[src/rtl/calc_pkg.sv]
// Shared calculator types: opcode encodings and the sequencer state enum.
// Used by both the ALU and the control sequencer.
package calc_pkg;

  localparam int OPCODE_W = 2;

  typedef logic [OPCODE_W-1:0] opcode_t;

  localparam opcode_t OP_ADD = 2'b00;
  localparam opcode_t OP_SUB = 2'b01;
  localparam opcode_t OP_MUL = 2'b10;
  localparam opcode_t OP_DIV = 2'b11;

  typedef enum logic [2:0] {
    GET_A   = 3'd0,
    GET_B   = 3'd1,
    GET_OP  = 3'd2,
    EXEC    = 3'd3,
    WAIT    = 3'd4,
    CAPTURE = 3'd5,
    HOLD    = 3'd6,
    ERR     = 3'd7
  } calc_state_e;

  function automatic logic is_input_state(input calc_state_e s);
    return (s == GET_A) || (s == GET_B) || (s == GET_OP);
  endfunction

endpackage

[src/rtl/calc_timeout_ctr.sv]
// Clear/enable cycle counter bounding how long the sequencer waits for the ALU.
// expired is high while the count sits on its last allowed value.
module calc_timeout_ctr #(
  parameter int TIMEOUT_CYCLES = 32
) (
  input  logic clk,
  input  logic reset,
  input  logic clear,
  input  logic enable,
  output logic expired
);

  localparam int CW = $clog2(TIMEOUT_CYCLES);

  logic [CW-1:0] count_r;

  // Cycle counter; clear has priority over enable.
  always_ff @(posedge clk or negedge reset) begin
    if (!reset) begin
      count_r <= {CW{1'b0}};
    end else if (clear) begin
      count_r <= {CW{1'b0}};
    end else if (enable) begin
      count_r <= count_r + CW'(1);
    end else begin
      count_r <= count_r;
    end
  end

  assign expired = (count_r == CW'(TIMEOUT_CYCLES - 1));

endmodule

[src/rtl/calc_sequencer.sv]
// Control FSM for the calculator datapath: collects A, B and opcode beats,
// launches the ALU, bounds the wait for done, and holds result/error until acked.
module calc_sequencer
  import calc_pkg::*;
#(
  parameter int WORD_LENGTH    = 8,
  parameter int OPCODE_W       = calc_pkg::OPCODE_W,
  parameter int TIMEOUT_CYCLES = 32
) (
  input  logic                   clk,
  input  logic                   reset,
  input  logic                   in_valid,
  input  logic [WORD_LENGTH-1:0] in_data,
  output logic                   in_ready,
  output logic                   ld_a,
  output logic                   ld_b,
  output logic                   ld_op,
  output logic                   alu_start,
  input  logic                   alu_done,
  output logic                   ld_res,
  output logic                   res_valid,
  input  logic                   res_ready,
  output logic                   error,
  output logic                   busy
);

  calc_state_e         state_r;
  calc_state_e         next_state_s;
  logic                b_zero_r;
  logic                accept_s;
  logic [OPCODE_W-1:0] op_s;
  logic                expired_s;
  logic                ctr_clear_s;
  logic                ctr_en_s;

  logic in_ready_r;
  logic alu_start_r;
  logic ld_res_r;
  logic res_valid_r;
  logic error_r;
  logic busy_r;

  assign accept_s    = in_valid & in_ready_r;
  assign op_s        = in_data[OPCODE_W-1:0];
  assign ctr_clear_s = (state_r == EXEC);
  assign ctr_en_s    = (state_r == WAIT);

  calc_timeout_ctr #(
    .TIMEOUT_CYCLES (TIMEOUT_CYCLES)
  ) u_timeout_ctr (
    .clk     (clk),
    .reset   (reset),
    .clear   (ctr_clear_s),
    .enable  (ctr_en_s),
    .expired (expired_s)
  );

  // Next-state decode.
  always_comb begin
    next_state_s = state_r;
    case (state_r)
      GET_A: begin
        if (accept_s) next_state_s = GET_B;
        else          next_state_s = GET_A;
      end
      GET_B: begin
        if (accept_s) next_state_s = GET_OP;
        else          next_state_s = GET_B;
      end
      GET_OP: begin
        if (accept_s && (op_s == OPCODE_W'(OP_DIV)) && b_zero_r) next_state_s = ERR;
        else if (accept_s)                                      next_state_s = EXEC;
        else                                                    next_state_s = GET_OP;
      end
      EXEC:    next_state_s = WAIT;
      WAIT: begin
        if (alu_done)       next_state_s = CAPTURE;
        else if (expired_s) next_state_s = ERR;
        else                next_state_s = WAIT;
      end
      CAPTURE: next_state_s = HOLD;
      HOLD: begin
        if (res_ready) next_state_s = GET_A;
        else           next_state_s = HOLD;
      end
      ERR: begin
        if (res_ready) next_state_s = GET_A;
        else           next_state_s = ERR;
      end
      default: next_state_s = GET_A;
    endcase
  end

  // State, divisor-zero flag and state-decoded outputs, registered from the next state.
  always_ff @(posedge clk or negedge reset) begin
    if (!reset) begin
      state_r     <= GET_A;
      b_zero_r    <= 1'b0;
      in_ready_r  <= 1'b1;
      alu_start_r <= 1'b0;
      ld_res_r    <= 1'b0;
      res_valid_r <= 1'b0;
      error_r     <= 1'b0;
      busy_r      <= 1'b0;
    end else begin
      state_r <= next_state_s;
      if ((state_r == GET_B) && accept_s) begin
        b_zero_r <= (in_data == {WORD_LENGTH{1'b0}});
      end else begin
        b_zero_r <= b_zero_r;
      end
      in_ready_r  <= is_input_state(next_state_s);
      alu_start_r <= (next_state_s == EXEC);
      ld_res_r    <= (next_state_s == CAPTURE);
      res_valid_r <= (next_state_s == HOLD);
      error_r     <= (next_state_s == ERR);
      busy_r      <= (next_state_s != GET_A);
    end
  end

  // Beat loads strobe on the same edge the datapath register captures in_data.
  assign ld_a  = accept_s & (state_r == GET_A);
  assign ld_b  = accept_s & (state_r == GET_B);
  assign ld_op = accept_s & (state_r == GET_OP);

  assign in_ready  = in_ready_r;
  assign alu_start = alu_start_r;
  assign ld_res    = ld_res_r;
  assign res_valid = res_valid_r;
  assign error     = error_r;
  assign busy      = busy_r;

endmodule

[config.mk]
export PLATFORM = sky130hd
export DESIGN_NAME = calc_sequencer
export DESIGN_NICKNAME = d
export VERILOG_FILES = /design/src/rtl/calc_pkg.sv /design/src/rtl/calc_timeout_ctr.sv /design/src/rtl/calc_sequencer.sv
export SDC_FILE = /design/constraint.sdc
export NUM_CORES = 1
export LEC_CHECK = 0
export ABC_AREA = 1
export CAP_MARGIN = 20
export CORE_MARGIN = 3
export CORE_UTILIZATION = 45
export DETAILED_ROUTE_END_ITERATION = 10
export PLACE_DENSITY_LB_ADDON = 0.05
export SLEW_MARGIN = 30
export SYNTH_ARGS = -nofsm -noshare
export SYNTH_HDL_FRONTEND = slang
export SYNTH_SLANG_ARGS = --single-unit
[constraint.sdc]
create_clock -name clk -period 2 [get_ports clk]
set_input_delay 0.2 -clock clk [delete_from_list [all_inputs] [get_ports clk]]
set_output_delay 0.2 -clock clk [all_outputs]
set_load 0.01 [all_outputs]
==> results of run 1 <==
## cells in the mapped netlist
library cell / number / area [um2]
nand2_1: 20 / 75.1
dfrtp_1: 14 / 350
nor2_1: 11 / 41.3
nand3_1: 10 / 50.1
inv_1: 8 / 30.0
inv_2: 5 / 18.8
a21oi_1: 4 / 20.0
nand3_2: 3 / 30.0
nor2_2: 3 / 18.8
o21ai_1: 3 / 15.0
ha_1: 2 / 25.0
nand2_2: 2 / 12.5
nand4_1: 2 / 12.5
nor2_4: 2 / 22.5
nor4_1: 2 / 12.5
buf_4: 1 / 7.51
dfstp_2: 1 / 26.3
nand2_4: 1 / 11.3
o21ai_0: 1 / 5.00
## worst paths after layout
path,startpoint,end,slack [ps],depth (start not counted)
min,reset,state_r[0]$_DFF_PN0_,300,1
min reg2reg,u_timeout_ctr.count_r[3]$_DFFE_PN0P_,u_timeout_ctr.count_r[3]$_DFFE_PN0P_,480,1
max in group asynchronous,reset,state_r[2]$_DFF_PN0_,1270,1
min in group clk,u_timeout_ctr.count_r[3]$_DFFE_PN0P_,u_timeout_ctr.count_r[3]$_DFFE_PN0P_,480,1
max,state_r[2]$_DFF_PN0_,ld_b,110,4
max reg2reg,u_timeout_ctr.count_r[0]$_DFFE_PN0P_,ld_res$_DFF_PN0_,360,11
## logic make-up (layout without fill, tap and decap cells)
logic type      Yosys count  in the layout  share of synthesized area
buf+inv                  14             39                     0.0718
simple gates             56             56                      0.365
flops                    15             15                      0.480
compound gates            8              8                     0.0510
fa+ha+maj                 2              2                     0.0319
## flip-flops by register name, summed over array words and instances (netlist names)
register	cells
alu_start	1
b_zero_r	1
busy	1
error	1
in_ready	1
ld_res	1
res_valid	1
state_r	3
u_timeout_ctr.count_r	5
## metrics by stage
step,utilization,instances,setup WS [ps]
after CTS,0.665,136,36.7
after detailed placement,0.644,132,142
after global routing,0.667,136,34.3
after global placement,0.644,132,180
final,0.667,136,105
after floorplan,-,95,508
## report_power, final
| part | leakage [uW] | switching, uW | internal [uW] | total [uW] |
|---|---|---|---|---|
| Sequential | 0.000192 | 115 | 431 | 545 |
| Combinational | 0.000297 | 392 | 293 | 685 |
| Clock | 0.0000177 | 90.3 | 74.0 | 164 |
| Total | 0.000507 | 597 | 798 | 1390 |
## repair_timing
action	in CTS	in global routing
resized for setup	2	3
pin swaps	0	0
endpoints found under the setup margin	1	3
gates cloned	0	0
## layout by cell type (no fill, tap or decap), types with 4 or more instances in the layout
| cell | count |
|---|---|
| nor2_1 | 11 |
| inv_1 | 6 |
| nand3_1 | 9 |
| nand2_1 | 19 |
| dfrtp_1 | 13 |
| clkdlybuf4s50_1 | 21 |
| nand3_2 | 4 |
| a21oi_1 | 4 |
| inv_2 | 7 |
## area by class of cell
class                      count  area, um2  area share
timing repair buffer          22        218       0.207
sequential                    15        378       0.360
multi-input combinational     66        359       0.342
inverter                      13       48.8      0.0464
clock buffer                   3       22.5      0.0214
clock inverter                 1       5.00     0.00476
tap                           16       20.0      0.0190
## per-layer routing
metal,vias up,track usage
met5,-,0
met4,0,0.0806
met3,2,0.0301
met2,16,0.248
met1,322,0.206
li1,358,-
==> impl_metrics.json, run 1 <==
{
  "status": "finished clean",
  "clockBufferDepth": 2,
  "fin_crit_sh": 0.947,
  "yosys_warnings": 0,
  "whs_ps": 301,
  "dp.final_hpwl_um": 1200,
  "routabilityCongestion": 0.837,
  "num_vias": 698,
  "powerDensity_nw_per_um2": 1330,
  "cts_tree": "built",
  "syn2layout_area_growth_pct": 34.0,
  "crit_family": "buffers and inverters",
  "maxSlewViolCount": 0,
  "routed.top_layer": "met4",
  "die_y_um": 47.8,
  "max_freq_mhz": 528,
  "core_um2": 1580,
  "initial_utilization": 0.498,
  "wl_met2_um": 726,
  "cpMaxStageDelayCell": "clkdlybuf4s50_1",
  "cellLeakagePower_uw": 0.000507,
  "postCtsSetupRepairBufs": 0,
  "synth_cell_types": 19,
  "slowest_delay_ps": 550,
  "max-cap-violations": 0,
  "cts_made_buffers": 3,
  "fill_cells": 137,
  "synthCells": 95,
  "worstSetupStartpointType": "flip-flop",
  "globalRouteOverflowTotal": 0,
  "synth.avg_cell_area_um2": 8.26,
  "root_buffer": "clkbuf_4",
  "ant_nets": 0,
  "met3WireLength_um": 110,
  "drtIter0Drc": 16,
  "ioPinCount": 22,
  "irDropWorstVdd_mv": 0.791,
  "slew_headroom": 0.590,
  "grt_max_degree": 16,
  "viasPerCell": 5.13,
  "synthesis.area_um2": 785,
  "placed_cell_area_um2": 1010,
  "fp.dieW_um": 47.8,
  "path_max_fanout": 11,
  "ys_seq_elements": 15,
  "grt_pass1_vias": 611,
  "die_area_um2": 2280,
  "crit_buf_inv": 2,
  "final-setup-viol-count": 0,
  "min_period_ps": 1890,
  "post_drt_wl_per_cell_um": 11.4,
  "insertion_delay_ps": 280,
  "setup-tns-final_ps": 0,
  "diodes": 0,
  "clk_pin_slew_ps": 90,
  "drt-pass1-iter-count": 3,
  "crit_arrival_ps": 1690,
  "max_slew.worst_pin.slew_ps": 612,
  "hold_buffers": 0,
  "postRouteWirelength_um": 1550,
  "port_buffers": 21,
  "synth.net_count": 110,
  "rsz0062_at_grt": "no",
  "fin_area_um2": 1050,
  "hold_class": "in -> async",
  "drc_errors": 0,
  "h-tree-depth": 1,
  "crit_type": "reg -> out",
  "drive_gt1_frac": 0.225,
  "nets": 136,
  "hold_viol": 0,
  "met1_length_um": 695,
  "clock_skew_ps": 7.59,
  "antenna_found_initial": 0,
  "endpoint_kind": "output pin",
  "finalPower_uw": 1390,
  "clock-sinks": 15,
  "crit_chain": "inv_2, nand3_2, nor2_4, clkdlybuf4s50_1",
  "track_usage": 0.158,
  "grt_pass1_wl_um": 2480,
  "synth_seq_area_share": 0.480,
  "cp_data_required_time_ps": 1800,
  "num_rows": 14
}
Power figures use the tool's default switching activity.
==> run 2: changes to the inputs <==
- PLACE_DENSITY: unset -> 0.74
- PLACE_DENSITY_LB_ADDON: 0.05 -> unset
==> run 2 against run 1 <==
Effect of this change: core utilization fell by 0.24 points; combinational power down 0.6%; clock skew down 3.9 ps; non-clock buffer count is the same; critical path type unchanged.
==> impl_metrics.json, run 2 (same netlist as run 1, synthesis figures left out) <==
{
  "status": "finished clean",
  "maxSlewViolCount": 0,
  "clk_pin_slew_ps": 80,
  "port_buffers": 21,
  "drt-pass1-iter-count": 3,
  "crit_type": "reg -> out",
  "die_y_um": 47.8,
  "initial_utilization": 0.498,
  "endpoint_kind": "output pin",
  "min_period_ps": 1910,
  "core_um2": 1580,
  "hold_class": "in -> async",
  "crit_arrival_ps": 1710,
  "cpMaxStageDelayCell": "dfstp_2",
  "max-cap-violations": 0,
  "post-place-ws_ps": 172,
  "max_freq_mhz": 523,
  "antenna_found_initial": 0,
  "crit_chain": "nand2_1, inv_2, nand3_2, inv_1, clkdlybuf4s50_1",
  "cts_tree": "built",
  "drtIter0Drc": 4,
  "slew_headroom": 0.569,
  "drive_gt1_frac": 0.208,
  "slowest_delay_ps": 530,
  "drc_errors": 0,
  "cp_data_required_time_ps": 1800,
  "fill_cells": 145,
  "nets": 136,
  "num_rows": 14,
  "clock_skew_ps": 3.66,
  "h-tree-depth": 1,
  "largest_register_ffs": 5,
  "viasPerCell": 4.93,
  "die_area_um2": 2280,
  "ant_nets": 0,
  "powerDensity_nw_per_um2": 1330,
  "final_cell_mix": "clkdlybuf4s50_1, nand2_1, dfrtp_1, nor2_1, nand3_1",
  "max_slew.worst_pin.slew_ps": 645,
  "fp.dieW_um": 47.8,
  "irDropWorstVdd_mv": 0.879,
  "final-setup-viol-count": 0,
  "ioPinCount": 22,
  "cellLeakagePower_uw": 0.000504,
  "insertion_delay_ps": 280,
  "fin_crit_sh": 0.956,
  "top_register": "u_timeout_ctr.count_r",
  "finalWorstSetupSlack_ps": 88.7,
  "startpoint": "in_ready$_DFF_PN1_",
  "num_vias": 671,
  "reg2reg_from": "u_timeout_ctr.count_r[0]$_DFFE_PN0P_",
  "hold_viol": 0,
  "diodes": 0,
  "grt_pass1_vias": 591,
  "track_usage": 0.148,
  "root_buffer": "clkbuf_4",
  "clockBufferDepth": 2,
  "finalPower_uw": 1390,
  "globalRouteOverflowTotal": 0,
  "final_common_cell": "clkdlybuf4s50_1",
  "cts_made_buffers": 3,
  "path_max_fanout": 4,
  "syn2layout_area_growth_pct": 33.5,
  "grt_pass1_wl_um": 2380,
  "grt_max_degree": 16,
  "worstSetupStartpointType": "flip-flop",
  "post_drt_wl_per_cell_um": 11.1,
  "postRouteWirelength_um": 1510,
  "hold_buffers": 0,
  "routabilityCongestion": 0.825,
  "dp.final_hpwl_um": 1220,
  "reg.largest.list": "u_timeout_ctr.count_r: 5 flops, state_r: 3 flops",
  "final_core_util": 0.664,
  "clock-sinks": 15
}
run 2: cell count changes in the layout (fill, tap and decap cells not counted), sizes merged:
cell / delta
clkinv: -1
clkbuf: +1
run 2: path summary, 6_finish.rpt:
path                                                        end  slack, ps  cells after the start
min                        u_timeout_ctr.count_r[2]$_DFFE_PN0P_        310                      1
max                                                        ld_a         90                      5
max in group asynchronous                  state_r[2]$_DFF_PN0_       1230                      1
min reg2reg                u_timeout_ctr.count_r[3]$_DFFE_PN0P_        480                      1
min in group clk           u_timeout_ctr.count_r[3]$_DFFE_PN0P_        480                      1
max reg2reg                                      busy$_DFF_PN0_        400                     12
run 2: stage by stage:
step	TNS [ps]	hold WS, ps	cell area [um2]	instances
floorplan	0	-95.6	785	95
finish	0	315	1050	136
global placement	0	459	1010	132
global route	-2.74	342	1050	136
CTS	0	323	1040	136
detailed placement	0	469	1010	132
run 2: worst max-delay path: cells and delay by family (launching register included):
family	cells	cell delay, ps
AND/OR/NAND/NOR	2	220
flip-flops	1	530
buffers and inverters	3	680
run 2: report_power, final:
group	switching, uW	internal, uW	total [uW]	leakage [uW]
registers	113	431	543	0.000192
logic	389	292	681	0.000297
clock network	87.2	77.3	164	0.0000150
total	589	800	1390	0.000504
run 2: per-layer routing:
metal  global-route usage  vias to the layer above  wire, um
met1                0.219                      301       735
li1                     -                      357         -
met3               0.0414                        2        54
met5                    0                        -         0
met2                0.201                       11       704
met4               0.0645                        0        15
run 2: what timing repair did:
item,4_1_cts,5_1_grt
setup buffers,0,0
resized for setup,1,3
endpoints found under the setup margin,1,2
run 2: final cells by class:
cell class	count	area (um2)	area share
Sequential cell	15	378	0.361
Clock buffer	4	26.3	0.0251
Tap cell	16	20.0	0.0191
Inverter	13	48.8	0.0466
Multi-Input combinational cell	66	357	0.341
Timing Repair Buffer	22	218	0.208
==> run 3: changes to the inputs <==
- CORE_MARGIN: 3 -> unset
- REMOVE_ABC_BUFFERS: unset -> 1
- SKIP_LAST_GASP: unset -> 1
==> run 3 against run 2 <==
Effect of this change: register-to-register slack about the same; via count up 0.15%; sequential power about the same; the run now ends with design-rule violations left; combinational power down 1%; highest routed layer unchanged; sequential cell count unchanged; cell count unchanged; fmax down 0.26%; largest cell class unchanged; global-route usage up 2.6 points; sequential share of layout area unchanged.
==> impl_metrics.json, run 3 (same netlist as run 1, synthesis figures left out) <==
{
  "rsz0062_at_grt": "yes",
  "hold_viol": 0,
  "max_freq_mhz": 522,
  "regArea_um2": 378,
  "drt-pass1-iter-count": 7,
  "clock_skew_ps": 0.336,
  "num_rows": 14,
  "globalRouteOverflowTotal": 0,
  "clock-sinks": 15,
  "irDropWorstVdd_mv": 0.829,
  "ant_nets": 0,
  "fin_crit_sh": 0.958,
  "drive_gt1_frac": 0.208,
  "slowest_delay_ps": 540,
  "cp_data_required_time_ps": 1800,
  "fp.dieW_um": 43.8,
  "hold_buffers": 0,
  "status": "finished with violations",
  "min_period_ps": 1920,
  "die_area_um2": 1910,
  "reg.largest.list": "u_timeout_ctr.count_r: 5 flops, state_r: 3 flops",
  "path_max_fanout": 4,
  "h-tree-depth": 1,
  "wl_met2_um": 654,
  "track_usage": 0.174,
  "multiInputGateArea_um2": 357,
  "hold_class": "in -> async",
  "die_y_um": 43.8,
  "core_um2": 1560,
  "postRouteWirelength_um": 1410,
  "cts_tree": "built",
  "fill_cells": 128,
  "insertion_delay_ps": 270,
  "root_buffer": "clkbuf_4",
  "grt_max_degree": 16,
  "initial_utilization": 0.503,
  "crit_type": "reg -> out",
  "crit_chain": "nand2_1, inv_2, nand3_2, inv_1, clkdlybuf4s50_1",
  "finalPower_uw": 1380,
  "antenna_found_initial": 0,
  "slew_headroom": 0.579,
  "drc_errors": 2,
  "post-place-ws_ps": 171,
  "met3WireLength_um": 57,
  "cpMaxStageDelayCell": "dfstp_2",
  "met1_length_um": 687,
  "final-setup-viol-count": 0,
  "powerDensity_nw_per_um2": 1320,
  "ioPinCount": 22,
  "top_register": "u_timeout_ctr.count_r",
  "dp.final_hpwl_um": 1120,
  "port_buffers": 21,
  "post_drt_wl_per_cell_um": 10.4,
  "finalWorstSetupSlack_ps": 83.8,
  "cellLeakagePower_uw": 0.000504,
  "cts_made_buffers": 3,
  "grt_pass1_vias": 602,
  "syn2layout_area_growth_pct": 33.5,
  "crit_arrival_ps": 1720,
  "drtIter0Drc": 16,
  "endpoint_kind": "output pin",
  "nets": 136,
  "largest_register_ffs": 5,
  "max_slew.worst_pin.slew_ps": 630,
  "viasPerCell": 4.94,
  "maxSlewViolCount": 0,
  "clk_pin_slew_ps": 80,
  "grt_pass1_wl_um": 2460,
  "clockBufferDepth": 2,
  "final_cell_mix": "clkdlybuf4s50_1, nand2_1, dfrtp_1, nor2_1, nand3_1",
  "violations": "design-rule violations",
  "worstSetupStartpointType": "flip-flop",
  "final_common_cell": "clkdlybuf4s50_1",
  "routed.top_layer": "met4",
  "diodes": 0,
  "routabilityCongestion": 0.808,
  "num_vias": 672,
  "max-cap-violations": 0
}
[run 3: cell counts in the layout (fill, tap and decap cells not counted)]
Identical to the previous run, type by type.
[run 3: cell type report]
type | instances | share of cell area
Clock buffer | 4 | 0.0251
Sequential cell | 15 | 0.361
Multi-Input combinational cell | 66 | 0.341
Timing Repair Buffer | 22 | 0.208
Inverter | 13 | 0.0466
Tap cell | 16 | 0.0191
[run 3: through the flow]
step                cell area (um2)  TNS, ps  std cells   util  hold slack (ps)
finish                         1050        0        136  0.672              313
global route                   1050    -10.4        136  0.672              374
CTS                            1040        0        136  0.668              332
detailed placement             1010        0        132  0.651              465
global placement               1010        0        132  0.651              459
floorplan                       777        0         94      -            -95.6
[run 3: repair_timing]
action                                  4_1_cts  5_1_grt
endpoints found under the setup margin        0        2
setup buffers                                 0        0
gates resized for setup                       0        4
[run 3: final timing paths]
path | from | end | slack [ps] | cells past startpoint
worst max-delay path | in_ready$_DFF_PN1_ | ld_a | 80 | 5
worst min-delay path | reset | u_timeout_ctr.count_r[4]$_DFFE_PN0P_ | 310 | 1
worst min register to register | u_timeout_ctr.count_r[3]$_DFFE_PN0P_ | u_timeout_ctr.count_r[3]$_DFFE_PN0P_ | 470 | 1
max in group asynchronous | reset | state_r[2]$_DFF_PN0_ | 1240 | 1
worst max register to register | u_timeout_ctr.count_r[0]$_DFFE_PN0P_ | res_valid$_DFF_PN0_ | 390 | 10
min in group clk | u_timeout_ctr.count_r[3]$_DFFE_PN0P_ | u_timeout_ctr.count_r[3]$_DFFE_PN0P_ | 470 | 1
[run 3: per-layer routing]
metal,global-route usage,up-vias
met5,0,-
met4,0.0938,0
met3,0.0125,2
met2,0.254,12
met1,0.259,301
li1,-,357
[run 3: power by group]
group	internal [uW]	switching (uW)	leakage, uW
Clock	77.2	85.4	0.0000150
Combinational	292	382	0.000297
Sequential	431	113	0.000192
Total	800	580	0.000504
[run 3: worst max-delay path, delay by kind of cell (launching register included)]
| kind | cells | cell delay [ps] |
|---|---|---|
| flip-flops | 1 | 540 |
| buffers and inverters | 3 | 680 |
| AND/OR/NAND/NOR | 2 | 220 |
